<file path="config.mk">
export PLATFORM = sky130hd
export DESIGN_NAME = uart_tx_ctrl
export DESIGN_NICKNAME = d
export VERILOG_FILES = /design/src/rtl/uart_tx_ctrl_pkg.sv /design/src/rtl/uart_tx_shift.sv /design/src/rtl/uart_tx_ctrl.sv
export SDC_FILE = /design/constraint.sdc
export NUM_CORES = 1
export LEC_CHECK = 0
export ABC_AREA = 1
export CORE_UTILIZATION = 55
export DETAILED_ROUTE_END_ITERATION = 8
export MAX_ROUTING_LAYER = met4
export PLACE_DENSITY_LB_ADDON = 0.25
export SYNTH_ARGS = -nofsm -noshare
export SYNTH_HDL_FRONTEND = slang
export SYNTH_SLANG_ARGS = --single-unit
</file>
<file path="constraint.sdc">
create_clock -name clk -period 2.6 [get_ports clk]
set_input_delay 0.52 -clock clk [delete_from_list [all_inputs] [get_ports clk]]
set_output_delay 0.52 -clock clk [all_outputs]
set_load 0.02 [all_outputs]
</file>
<file path="src/rtl/uart_tx_ctrl_pkg.sv">
// Shared definitions for the UART transmit path: frame sequencer states,
// bit-source select encodings and parity rule constants.
package uart_tx_ctrl_pkg;

    // Frame sequencer states. Encodings 5..7 are unused and fall back to IDLE.
    typedef enum logic [2:0] {
        ST_IDLE   = 3'd0,
        ST_START  = 3'd1,
        ST_DATA   = 3'd2,
        ST_PARITY = 3'd3,
        ST_STOP   = 3'd4
    } state_e;

    // Bit source select shown on mux_sel while the line carries that bit.
    localparam logic [1:0] MUX_START = 2'b00;
    localparam logic [1:0] MUX_DATA  = 2'b01;
    localparam logic [1:0] MUX_PAR   = 2'b10;
    localparam logic [1:0] MUX_STOP  = 2'b11;

    // Parity rules: even parity sends the XOR of the data bits, odd sends XNOR.
    localparam int PAR_EVEN = 0;
    localparam int PAR_ODD  = 1;

    // Turn the XOR reduction of the data bits into the transmitted parity bit.
    function automatic logic frame_parity(input logic data_xor, input int parity_type);
        return (parity_type == PAR_ODD) ? ~data_xor : data_xor;
    endfunction

endpackage

</file>
<file path="src/rtl/uart_tx_shift.sv">
// Data shift register and bit counter for the UART transmitter.
// ser_bit is look-ahead: it is the bit that sits in the serial position
// after the current clock edge, so the owner can register it straight into
// its output flop and keep tx_out aligned with the state change.
module uart_tx_shift
    import uart_tx_ctrl_pkg::*;
#(
    parameter int DATA_W = 8
) (
    input  logic              clk,
    input  logic              rst,
    input  logic              load,
    input  logic              shift_en,
    input  logic [DATA_W-1:0] data,
    output logic              ser_bit,
    output logic              last_bit
);

    localparam int CNT_W = (DATA_W > 1) ? $clog2(DATA_W) : 1;
    localparam logic [CNT_W-1:0] CNT_LAST = CNT_W'(DATA_W - 1);

    logic [DATA_W-1:0] shift_q;
    logic [DATA_W-1:0] shift_d;
    logic [CNT_W-1:0]  cnt_q;
    logic [CNT_W-1:0]  cnt_d;

    // Load restarts the counter; each shift moves the next bit into position 0.
    always_comb begin
        shift_d = shift_q;
        cnt_d   = cnt_q;
        if (load) begin
            shift_d = data;
            cnt_d   = '0;
        end else if (shift_en) begin
            shift_d = shift_q >> 1;
            if (cnt_q == CNT_LAST) begin
                cnt_d = '0;
            end else begin
                cnt_d = cnt_q + CNT_W'(1);
            end
        end
    end

    // Shift and counter state, cleared asynchronously.
    always_ff @(posedge clk or negedge rst) begin
        if (!rst) begin
            shift_q <= '0;
            cnt_q   <= '0;
        end else begin
            shift_q <= shift_d;
            cnt_q   <= cnt_d;
        end
    end

    assign ser_bit  = shift_d[0];
    assign last_bit = (cnt_q == CNT_LAST);

endmodule

</file>
<file path="src/rtl/uart_tx_ctrl.sv">
// UART transmit frame sequencer. Accepts a byte while idle, then walks the
// line through start, DATA_W data bits (LSB first), optional parity and stop,
// advancing one bit on each baud tick. All outputs come straight from flops
// so tx_out is glitch-free.
//
// Handshake: the byte source presents p_data/par_en with data_valid. A byte
// is taken on any clock edge where the sequencer is idle (busy=0) and
// data_valid=1; data_valid while busy=1 is ignored and nothing is queued.
// busy rises the cycle after acceptance and falls together with the
// one-cycle frame_done pulse, so a held data_valid starts the next frame
// after exactly one idle cycle.
module uart_tx_ctrl
    import uart_tx_ctrl_pkg::*;
#(
    parameter int PARITY_TYPE = 0,
    parameter int DATA_W      = 8
) (
    input  logic              clk,
    input  logic              rst,
    input  logic              tx_tick,
    input  logic [DATA_W-1:0] p_data,
    input  logic              data_valid,
    input  logic              par_en,
    output logic              tx_out,
    output logic              busy,
    output logic [1:0]        mux_sel,
    output logic              frame_done,
    output logic [2:0]        state_dbg
);

    state_e     state_q;
    state_e     state_d;
    logic       tx_q;
    logic       tx_d;
    logic       busy_q;
    logic       busy_d;
    logic [1:0] mux_q;
    logic [1:0] mux_d;
    logic       done_q;
    logic       done_d;
    logic       par_en_q;
    logic       par_en_d;
    logic       par_q;
    logic       par_d;

    logic       load;
    logic       shift_en;
    logic       ser_bit;
    logic       last_bit;

    uart_tx_shift #(
        .DATA_W (DATA_W)
    ) u_shift (
        .clk      (clk),
        .rst      (rst),
        .load     (load),
        .shift_en (shift_en),
        .data     (p_data),
        .ser_bit  (ser_bit),
        .last_bit (last_bit)
    );

    // Next-state and next-output logic; outputs are computed for the state
    // being entered so the registered line changes on the same edge.
    always_comb begin
        state_d  = state_q;
        tx_d     = tx_q;
        busy_d   = busy_q;
        mux_d    = mux_q;
        done_d   = 1'b0;
        par_en_d = par_en_q;
        par_d    = par_q;
        load     = 1'b0;
        shift_en = 1'b0;

        case (state_q)
            ST_IDLE: begin
                tx_d   = 1'b1;
                busy_d = 1'b0;
                mux_d  = MUX_STOP;
                if (data_valid) begin
                    load     = 1'b1;
                    par_en_d = par_en;
                    par_d    = frame_parity(^p_data, PARITY_TYPE);
                    state_d  = ST_START;
                    tx_d     = 1'b0;
                    busy_d   = 1'b1;
                    mux_d    = MUX_START;
                end
            end

            ST_START: begin
                if (tx_tick) begin
                    state_d = ST_DATA;
                    tx_d    = ser_bit;
                    mux_d   = MUX_DATA;
                end
            end

            ST_DATA: begin
                if (tx_tick) begin
                    shift_en = 1'b1;
                    if (last_bit) begin
                        if (par_en_q) begin
                            state_d = ST_PARITY;
                            tx_d    = par_q;
                            mux_d   = MUX_PAR;
                        end else begin
                            state_d = ST_STOP;
                            tx_d    = 1'b1;
                            mux_d   = MUX_STOP;
                        end
                    end else begin
                        tx_d = ser_bit;
                    end
                end
            end

            ST_PARITY: begin
                if (tx_tick) begin
                    state_d = ST_STOP;
                    tx_d    = 1'b1;
                    mux_d   = MUX_STOP;
                end
            end

            ST_STOP: begin
                if (tx_tick) begin
                    state_d = ST_IDLE;
                    tx_d    = 1'b1;
                    busy_d  = 1'b0;
                    mux_d   = MUX_STOP;
                    done_d  = 1'b1;
                end
            end

            default: begin
                state_d = ST_IDLE;
                tx_d    = 1'b1;
                busy_d  = 1'b0;
                mux_d   = MUX_STOP;
            end
        endcase
    end

    // Sequencer state and registered outputs; reset drives the line high at once.
    always_ff @(posedge clk or negedge rst) begin
        if (!rst) begin
            state_q  <= ST_IDLE;
            tx_q     <= 1'b1;
            busy_q   <= 1'b0;
            mux_q    <= MUX_STOP;
            done_q   <= 1'b0;
            par_en_q <= 1'b0;
            par_q    <= 1'b0;
        end else begin
            state_q  <= state_d;
            tx_q     <= tx_d;
            busy_q   <= busy_d;
            mux_q    <= mux_d;
            done_q   <= done_d;
            par_en_q <= par_en_d;
            par_q    <= par_d;
        end
    end

    assign tx_out     = tx_q;
    assign busy       = busy_q;
    assign mux_sel    = mux_q;
    assign frame_done = done_q;
    assign state_dbg  = state_q;

endmodule

</file>
==> summary.txt, run 1 <==
vias per cell = 5.31
Layout Utilization = 72.9%
first-pass GRT wire length = 4220 um
GRT Total Usage = 23.8%
Placer Congestion = 0.882
Fin. Hold Viols = 0
Worst R2R Setup Slack = 0.97 ns
share of layout cells above drive strength 1 = 14.3%
EDFF count, synth = 0
synthesized area per cell = 8.62 um2
io pins = 21
CP cell instances = clkdlybuf4s50_1
H-tree levels = 1
LEAKAGE = 0.707 nW
DR iter-0 viols = 25
Relative slew margins = 66.7%
Syn Inst Count = 137
status = complete, no violations
Synthesized Nets = 152
HP Class = reg2reg
number of port buffers = 20
post_cts resized = 0
crit-path max FO = 8
Worst-Margin Slew = 0.499 ns
Die ar. = 2340 um2
CP startpoint kind = flip-flop
Post-DRT Antenna Nets = 0
hold_buf cts = 0
Root Driver = clkbuf_4
WL/cell = 12.2 um
Netlist Area Pre-Place = 1180 um2
TritonCTS Buffers = 3
Nets = 177
CTS tree = yes
PwrDens = 1100 nW/um2
Die Width = 48.3 um
Distinct cells, synth = 28
CP max stage delay = 0.67 ns
Critical Path End Type = primary output
wirelength, routed = 2290 um
Buf/Inv on CP = 1
pin count of the biggest net entering global routing = 22
Yosys reg bits = 21
type of the worst setup path = reg2out
Data arrival, critical path = 1.53 ns
Post-synth ARST share = 100%
Clock Latency Late Sink = 0.30 ns
peak supply drop = 0.000661 V
commonest non-fill, non-tap cell in the layout = nand2_1
Fmax achieved = 0.488 GHz
Cell Rows = 16
Max Buffers Root-to-Sink = 2
Worst-path clk slew = 0.11 ns
initial core utilization = 59.6%
commonest non-fill, non-tap cells in the layout = nand2_1 (36), clkdlybuf4s50_1 (20), dfrtp_1 (18)
total grt overflow = 0
Final Skew = 0.0103 ns
initial antenna violation count = 0
Sink Count = 21
FILL cells = 156
Post-DP HPWL = 1800 um
Core Region = 1980 um2
slowest CP cell = clkdlybuf4s50_1
max-cap violations = 0
Setup-failing EPs final = 0
# DRC = 0
delay-heaviest family, CP = buffers and inverters
RSZ-0062 raised after global routing = false
WP data required = 2.08 ns
vias = 999
setup TNS = 0 ns
dominant synthesized flop cell = dfrtp_1
vias in the first global route = 977
Tcrit/Tclk final = 78.8%
Area Overhead vs Synth = 22.2%
synth warn = 0
Max Slew Vio Count = 0
sequential-to-total area share from yosys stat = 44.8%
buffer count from post-CTS setup fixing = 0
Tmin final = 2.05 ns
antenna cells = 0
drt first pass iters = 4
Die Span Y = 48.3 um
-- worst paths after layout --
path	from	end	depth (start not counted)
max	state_dbg[2]	state_dbg[2]	1
min	par_q	par_q	2
max reg2reg	state_dbg[2]	u_shift.shift_q[5]	4
min reg2reg	par_q	par_q	2
max in group asynchronous	rst	tx_out	2
min in group asynchronous	rst	u_shift.shift_q[2]	2
-- per-stage QoR --
step	power (mW)	cells	area, um2	hold slack [ns]	setup slack (ns)
after floorplan	1.19	137	1180	0.224	1.18
after global placement	1.42	184	1420	0.458	0.633
after detailed placement	1.45	184	1420	0.467	0.570
after CTS	1.60	188	1440	0.497	0.542
after global routing	1.73	188	1440	0.523	0.485
final	1.59	188	1440	0.496	0.552
-- logic make-up after synthesis --
group	Yosys count	synth area share (%)
buf+inv	20	6.46
flops	21	44.8
compound gates	19	11.3
simple gates	67	29.3
xor+xnor	8	5.93
fa+ha+maj	2	2.12
-- area by class of cell --
type	instances	area [um2]	area share, %
timing repair buffer	21	208	14.4
sequential	21	529	36.7
multi-input combinational	96	576	39.9
tap	27	33.8	2.34
clock buffer	4	26.3	1.82
inverter	19	71.3	4.94
-- cells in the mapped netlist, types with 3 or more instances --
cell	n	share of area (%)
o221ai_1	6	4.4
nand2_2	3	1.6
inv_2	3	0.95
a21oi_1	4	1.7
inv_1	16	5.1
xor2_1	4	3.0
dfstp_2	3	6.7
nand4_1	3	1.6
dfrtp_1	18	38
nand2_1	36	11
nor2_1	4	1.3
xnor2_1	4	3.0
nand3_1	12	5.1
o21ai_1	4	1.7
-- power by group --
part	internal, mW	total (mW)	switching [mW]
combinational	0.339	0.842	0.503
sequential	0.490	0.596	0.107
clock	0.0598	0.153	0.0933
total	0.889	1.59	0.703
-- per-layer routing --
metal | part of all wire (%) | track usage [%]
met4 | 1.3 | 5.88
met2 | 50 | 40.6
met3 | 3.6 | 4.09
met5 | 0 | -
met1 | 45 | 29.5
-- sequential cells by signal, summed over array words and instances (netlist names) --
| signal | cells |
|---|---|
| frame_done | 1 |
| mux_sel | 2 |
| busy | 1 |
| state_dbg | 3 |
| u_shift.cnt_q | 3 |
| u_shift.shift_q | 8 |
| par_en_q | 1 |
| par_q | 1 |
| tx_out | 1 |
(Power assumes the default switching activity.)
==> inputs of run 2 (changes only) <==
--- a/config.mk
+++ b/config.mk
@@ -6,7 +6,7 @@
 export NUM_CORES = 1
 export LEC_CHECK = 0
 export ABC_AREA = 1
-export CORE_UTILIZATION = 55
+export CORE_UTILIZATION = 46
 export DETAILED_ROUTE_END_ITERATION = 8
 export MAX_ROUTING_LAYER = met4
 export PLACE_DENSITY_LB_ADDON = 0.25
==> constraint.sdc (replaced) <==
create_clock -name clk -period 1.7 [get_ports clk]
set_input_delay 0.34 -clock clk [delete_from_list [all_inputs] [get_ports clk]]
set_output_delay 0.34 -clock clk [all_outputs]
set_load 0.02 [all_outputs]
==> run 2 against run 1 <==
Against the previous run: flip-flop and latch count did not move; critical endpoint is now state_dbg[0]; largest cell class unchanged; combinational power rose by 57%; via count rose by 3.8%; largest power group unchanged.
==> summary.txt, run 2 (synthesis gave the netlist of run 1 again) <==
GRT Total Usage = 23.6% (was 23.8%)
Data arrival, critical path = 1.29 ns (was 1.53 ns)
io pins = 21 (unchanged)
Worst-Margin Slew = 0.265 ns (was 0.499 ns)
setup TNS = 0 ns (unchanged)
FF-to-FF Start = u_shift.cnt_q[0] (was state_dbg[2])
max-cap violations = 0 (unchanged)
Setup-failing EPs final = 0 (unchanged)
peak supply drop = 0.00140 V (was 0.000661 V)
TritonCTS Buffers = 3 (unchanged)
Die Width = 52.7 um (was 48.3 um)
H-tree levels = 1 (unchanged)
CTS tree = yes (unchanged)
Critical Path End Type = primary output (unchanged)
Root Driver = clkbuf_4 (unchanged)
Biggest register = u_shift.shift_q (unchanged)
vias = 1,037 (was 999)
start point of the critical path = state_dbg[0] (was state_dbg[2])
Post-DRT Antenna Nets = 0 (unchanged)
PwrDens = 1690 nW/um2 (was 1100 nW/um2)
type of the worst setup path = reg2out (unchanged)
Nets = 180 (was 177)
Final Skew = 0.00266 ns (was 0.0103 ns)
combined area of the multi-input logic cells = 576 um2 (unchanged)
status = complete, no violations (unchanged)
Die ar. = 2770 um2 (was 2340 um2)
commonest non-fill, non-tap cells in the layout = nand2_1 (36), inv_1 (16), dfrtp_1 (16) (was nand2_1 (36), clkdlybuf4s50_1 (20), dfrtp_1 (18))
Worst R2R Setup Slack = 0.15 ns (was 0.97 ns)
Area Overhead vs Synth = 23.9% (was 22.2%)
hold_buf cts = 0 (unchanged)
delay-heaviest family, CP = buffers and inverters (unchanged)
Tcrit/Tclk final = 96.2%
CP startpoint kind = flip-flop (unchanged)
drt first pass iters = 5 (was 4)
vias in the first global route = 1,074 (was 977)
Buf/Inv on CP = 1 (unchanged)
# DRC = 0 (unchanged)
Tmin final = 1.63 ns
share of layout cells above drive strength 1 = 17.1% (was 14.3%)
buffer count from post-CTS setup fixing = 0 (unchanged)
FF-to-FF End = state_dbg[2] (was u_shift.shift_q[5])
Layout Utilization = 63.1% (was 72.9%)
total grt overflow = 0 (unchanged)
Largest register FFs = 8 (unchanged)
post_cts resized = 7 (was 0)
Worst-path clk slew = 0.12 ns (was 0.11 ns)
antenna cells = 0 (unchanged)
crit-path max FO = 2 (was 8)
first-pass GRT wire length = 4530 um (was 4220 um)
LEAKAGE = 0.728 nW (was 0.707 nW)
FF/Latch Area = 532 um2 (was 529 um2)
WL/cell = 13.6 um (was 12.2 um)
DR iter-0 viols = 22 (was 25)
Clock Latency Late Sink = 0.32 ns (was 0.30 ns)
Core Region = 2320 um2 (was 1980 um2)
Placer Congestion = 0.919 (was 0.882)
Fin. Hold Viols = 0 (unchanged)
Setup crit end = state_dbg[0] (was state_dbg[2])
HP Class = in2async (was reg2reg)
initial core utilization = 50.9% (was 59.6%)
RSZ-0062 raised after global routing = false (unchanged)
initial antenna violation count = 0 (unchanged)
Fmax achieved = 0.612 GHz
R2R depth = 8 (was 4)
CP max stage delay = 0.61 ns (was 0.67 ns)
wirelength, routed = 2620 um (was 2290 um)
Relative slew margins = 82.2% (was 66.7%)
commonest non-fill, non-tap cell in the layout = nand2_1 (unchanged)
number of port buffers = 20 (unchanged)
Die Span Y = 52.7 um (was 48.3 um)
CP cell instances = clkdlybuf4s50_1 (unchanged)
Cell Rows = 17 (was 16)
vias per cell = 5.40 (was 5.31)
cell depth of the worst setup path = 1 (unchanged)
slowest CP cell = clkdlybuf4s50_1 (unchanged)
Max Slew Vio Count = 0 (unchanged)
hold_ws = 0.346 ns (was 0.496 ns)
Post-DP HPWL = 2030 um (was 1800 um)
Max Buffers Root-to-Sink = 2 (unchanged)
pin count of the biggest net entering global routing = 22 (unchanged)
FILL cells = 217 (was 156)
Sink Count = 21 (unchanged)
WP data required = 1.36 ns (was 2.08 ns)
run 2: metrics by stage:
stage	instance area [um2]	std cells	setup slack [ns]	power [mW]
CTS	1460	192	0.0637	2.48
detailed placement	1440	188	0.136	2.27
global placement	1440	188	0.179	2.21
finish	1460	192	0.0654	2.48
floorplan	1180	137	0.285	1.82
global route	1460	192	0.0321	2.68
run 2: how the worst min path moves through the flow:
| stage | from | endpoint | slack [ns] | cells past startpoint |
|---|---|---|---|---|
| finish | rst | u_shift.shift_q[5] | 0.35 | 2 |
| global route | rst | u_shift.shift_q[7] | 0.38 | 2 |
| CTS | rst | u_shift.shift_q[5] | 0.36 | 2 |
| detailed placement | par_q | par_q | 0.47 | 2 |
| global placement | mux_sel[0] | mux_sel[0] | 0.47 | 2 |
| floorplan | rst | busy | 0.04 | 0 |
run 2: area by class of cell:
type	count	area share [%]
Timing Repair Buffer	24	15.3
Sequential cell	21	36.3
Clock buffer	4	1.79
Tap cell	28	2.39
Multi-Input combinational cell	96	39.3
Inverter	19	4.87
run 2: power by group:
| group | total (mW) | switching [mW] | internal, mW |
|---|---|---|---|
| registers | 0.903 | 0.150 | 0.753 |
| logic | 1.32 | 0.819 | 0.503 |
| clock network | 0.256 | 0.164 | 0.0920 |
| total | 2.48 | 1.13 | 1.35 |
run 2: routing by layer:
layer	GRT usage [%]	up-vias	routed length [um]
li1	-	510	-
met1	27.6	488	1140
met2	39.2	32	1300
met4	11.8	0	71
met3	3.48	7	110
met5	-	-	0
==> inputs of run 3 (changes only) <==
--- a/config.mk
+++ b/config.mk
@@ -6,7 +6,8 @@
 export NUM_CORES = 1
 export LEC_CHECK = 0
 export ABC_AREA = 1
-export CORE_UTILIZATION = 46
+export CORE_ASPECT_RATIO = 2
+export CORE_UTILIZATION = 45
 export DETAILED_ROUTE_END_ITERATION = 8
 export MAX_ROUTING_LAYER = met4
 export PLACE_DENSITY_LB_ADDON = 0.25
==> constraint.sdc (replaced) <==
create_clock -name clk -period 1.8 [get_ports clk]
set_input_delay 0.36 -clock clk [delete_from_list [all_inputs] [get_ports clk]]
set_output_delay 0.36 -clock clk [all_outputs]
set_load 0.02 [all_outputs]
==> run 3 against run 2 <==
Against the previous run: clock power up 20%; combinational power down 4%; via count up 2.0%; core utilization down 4.0 points; worst hold slack better by 0.12 ns; power down 2.0%; final area up 1.2%; register-to-register slack better by 0.05 ns.
==> summary.txt, run 3 (synthesis gave the netlist of run 1 again) <==
Die Span Y = 74.5 um (was 52.7 um)
vias in the first global route = 1,119 (was 1,074)
vias = 1,058 (was 1,037)
TritonCTS Buffers = 3 (unchanged)
Clock Latency Late Sink = 0.25 ns (was 0.32 ns)
final worst slack = 0.0589 ns (was 0.0654 ns)
Post-DRT Antenna Nets = 0 (unchanged)
Placer Congestion = 0.836 (was 0.919)
max-cap violations = 0 (unchanged)
CP cell instances = clkdlybuf4s50_1 (unchanged)
Net Sw Frac = 43.3% (was 45.7%)
Die Width = 38.2 um (was 52.7 um)
CP startpoint kind = flip-flop (unchanged)
initial antenna violation count = 0 (unchanged)
slowest CP cell = clkdlybuf4s50_1 (unchanged)
Sink Count = 21 (unchanged)
WP data required = 1.44 ns (was 1.36 ns)
switching pwr = 1.05 mW (was 1.13 mW)
pin count of the biggest net entering global routing = 22 (unchanged)
HP Class = in2async (unchanged)
Fmax achieved = 0.574 GHz
initial core utilization = 47.2% (was 50.9%)
Comb power frac = 52.3% (was 53.3%)
first-pass GRT wire length = 4430 um (was 4530 um)
Cell Rows = 26 (was 17)
Buf/Inv on CP = 1 (unchanged)
internal power = 1.38 mW (was 1.35 mW)
drt first pass iters = 4 (was 5)
Biggest register = u_shift.shift_q (unchanged)
Placed Area = 1430 um2 (was 1440 um2)
Tmin final = 1.74 ns
Core Region = 2500 um2 (was 2320 um2)
CTS tree = yes (unchanged)
peak supply drop = 0.000722 V (was 0.00140 V)
Final Cell Area = 1480 um2 (was 1460 um2)
Fin. Hold Viols = 0 (unchanged)
type of the worst setup path = reg2out (unchanged)
Data arrival, critical path = 1.38 ns (was 1.29 ns)
crit-path max FO = 2 (unchanged)
# DRC = 0 (unchanged)
FILL cells = 231 (was 217)
overall power = 2.43 mW (was 2.48 mW)
wirelength, routed = 2590 um (was 2620 um)
commonest non-fill, non-tap cells in the layout = nand2_1 (36), clkdlybuf4s50_1 (20), inv_1 (16), dfrtp_1 (16), nand3_1 (12) (was nand2_1 (36), inv_1 (16), dfrtp_1 (16))
Max Slew Vio Count = 0 (unchanged)
Root Driver = clkbuf_8 (was clkbuf_4)
Setup-failing EPs final = 0 (unchanged)
Critical Path End Type = primary output (unchanged)
Area Overhead vs Synth = 25.4% (was 23.9%)
Clk pwr share = 12.6% (was 10.3%)
number of port buffers = 20 (unchanged)
Nets = 179 (was 180)
vias per cell = 5.54 (was 5.40)
post-place setup slack = 0.150 ns (was 0.136 ns)
Die ar. = 2850 um2 (was 2770 um2)
delay-heaviest family, CP = buffers and inverters (unchanged)
Final Skew = 0.00283 ns (was 0.00266 ns)
total grt overflow = 0 (unchanged)
status = complete, no violations (unchanged)
buffer count from post-CTS setup fixing = 0 (unchanged)
io pins = 21 (unchanged)
GRT Total Usage = 22.3% (was 23.6%)
CP max stage delay = 0.59 ns (was 0.61 ns)
Max Buffers Root-to-Sink = 2 (unchanged)
post_cts resized = 1 (was 7)
H-tree levels = 1 (unchanged)
Reg power frac = 35.1% (was 36.4%)
Relative slew margins = 81.7% (was 82.2%)
LEAKAGE = 0.721 nW (was 0.728 nW)
DR iter-0 viols = 31 (was 22)
antenna cells = 0 (unchanged)
Largest register FFs = 8 (unchanged)
FF/Latch Area = 532 um2 (unchanged)
Tcrit/Tclk final = 96.7%
Layout Utilization = 59.1% (was 63.1%)
PwrDens = 1640 nW/um2 (was 1690 nW/um2)
RSZ-0062 raised after global routing = false (unchanged)
WL/cell = 13.6 um (about the same)
setup TNS = 0 ns (unchanged)
hold_buf cts = 0 (unchanged)
Post-DP HPWL = 2090 um (was 2030 um)
commonest non-fill, non-tap cell in the layout = nand2_1 (unchanged)
share of layout cells above drive strength 1 = 16.6% (was 17.1%)
combined area of the multi-input logic cells = 576 um2 (unchanged)
Worst-path clk slew = 0.08 ns (was 0.12 ns)
Worst-Margin Slew = 0.273 ns (was 0.265 ns)
==> run 3: power groups by stage <==
stage	Clock, mW	Sequential, mW	Combinational, mW
finish	0.306	0.854	1.27
global route	0.325	0.879	1.41
CTS	0.313	0.850	1.28
detailed placement	0	0.855	1.28
global placement	0	0.845	1.24
floorplan	0	0.939	0.777
==> run 3: final timing paths <==
| kind | start | end | slack, ns | depth (start not counted) |
|---|---|---|---|---|
| worst min register to register | mux_sel[0] | mux_sel[0] | 0.48 | 2 |
| worst max register to register | u_shift.cnt_q[0] | state_dbg[2] | 0.20 | 8 |
| worst max-delay path | mux_sel[1] | mux_sel[1] | 0.06 | 1 |
| worst min-delay path | rst | u_shift.shift_q[0] | 0.46 | 2 |
| min in group clk | mux_sel[0] | mux_sel[0] | 0.48 | 2 |
| max in group asynchronous | rst | mux_sel[0] | 1.07 | 2 |
==> run 3: metal layers <==
| layer | routed length, um | part of all wire, % | global-route usage (%) |
|---|---|---|---|
| met1 | 888 | 34 | 19.9 |
| met2 | 1490 | 58 | 40.7 |
| met3 | 85 | 3.3 | 2.09 |
| met4 | 127 | 4.9 | 15.1 |
| met5 | 0 | 0 | - |
==> run 3: stage by stage <==
step,hold WS [ns],std cells
4_1_cts,0.469,191
6_report,0.462,191
3_5_place_dp,0.469,187
5_1_grt,0.495,191
2_1_floorplan,0.0644,137
3_3_place_gp,0.460,187
==> run 3: area by class of cell <==
class	instances	share of cell area [%]
Multi-Input combinational cell	96	38.9
Clock buffer	4	3.04
Tap cell	28	2.36
Sequential cell	21	35.9
Inverter	19	4.81
Timing Repair Buffer	23	15.0
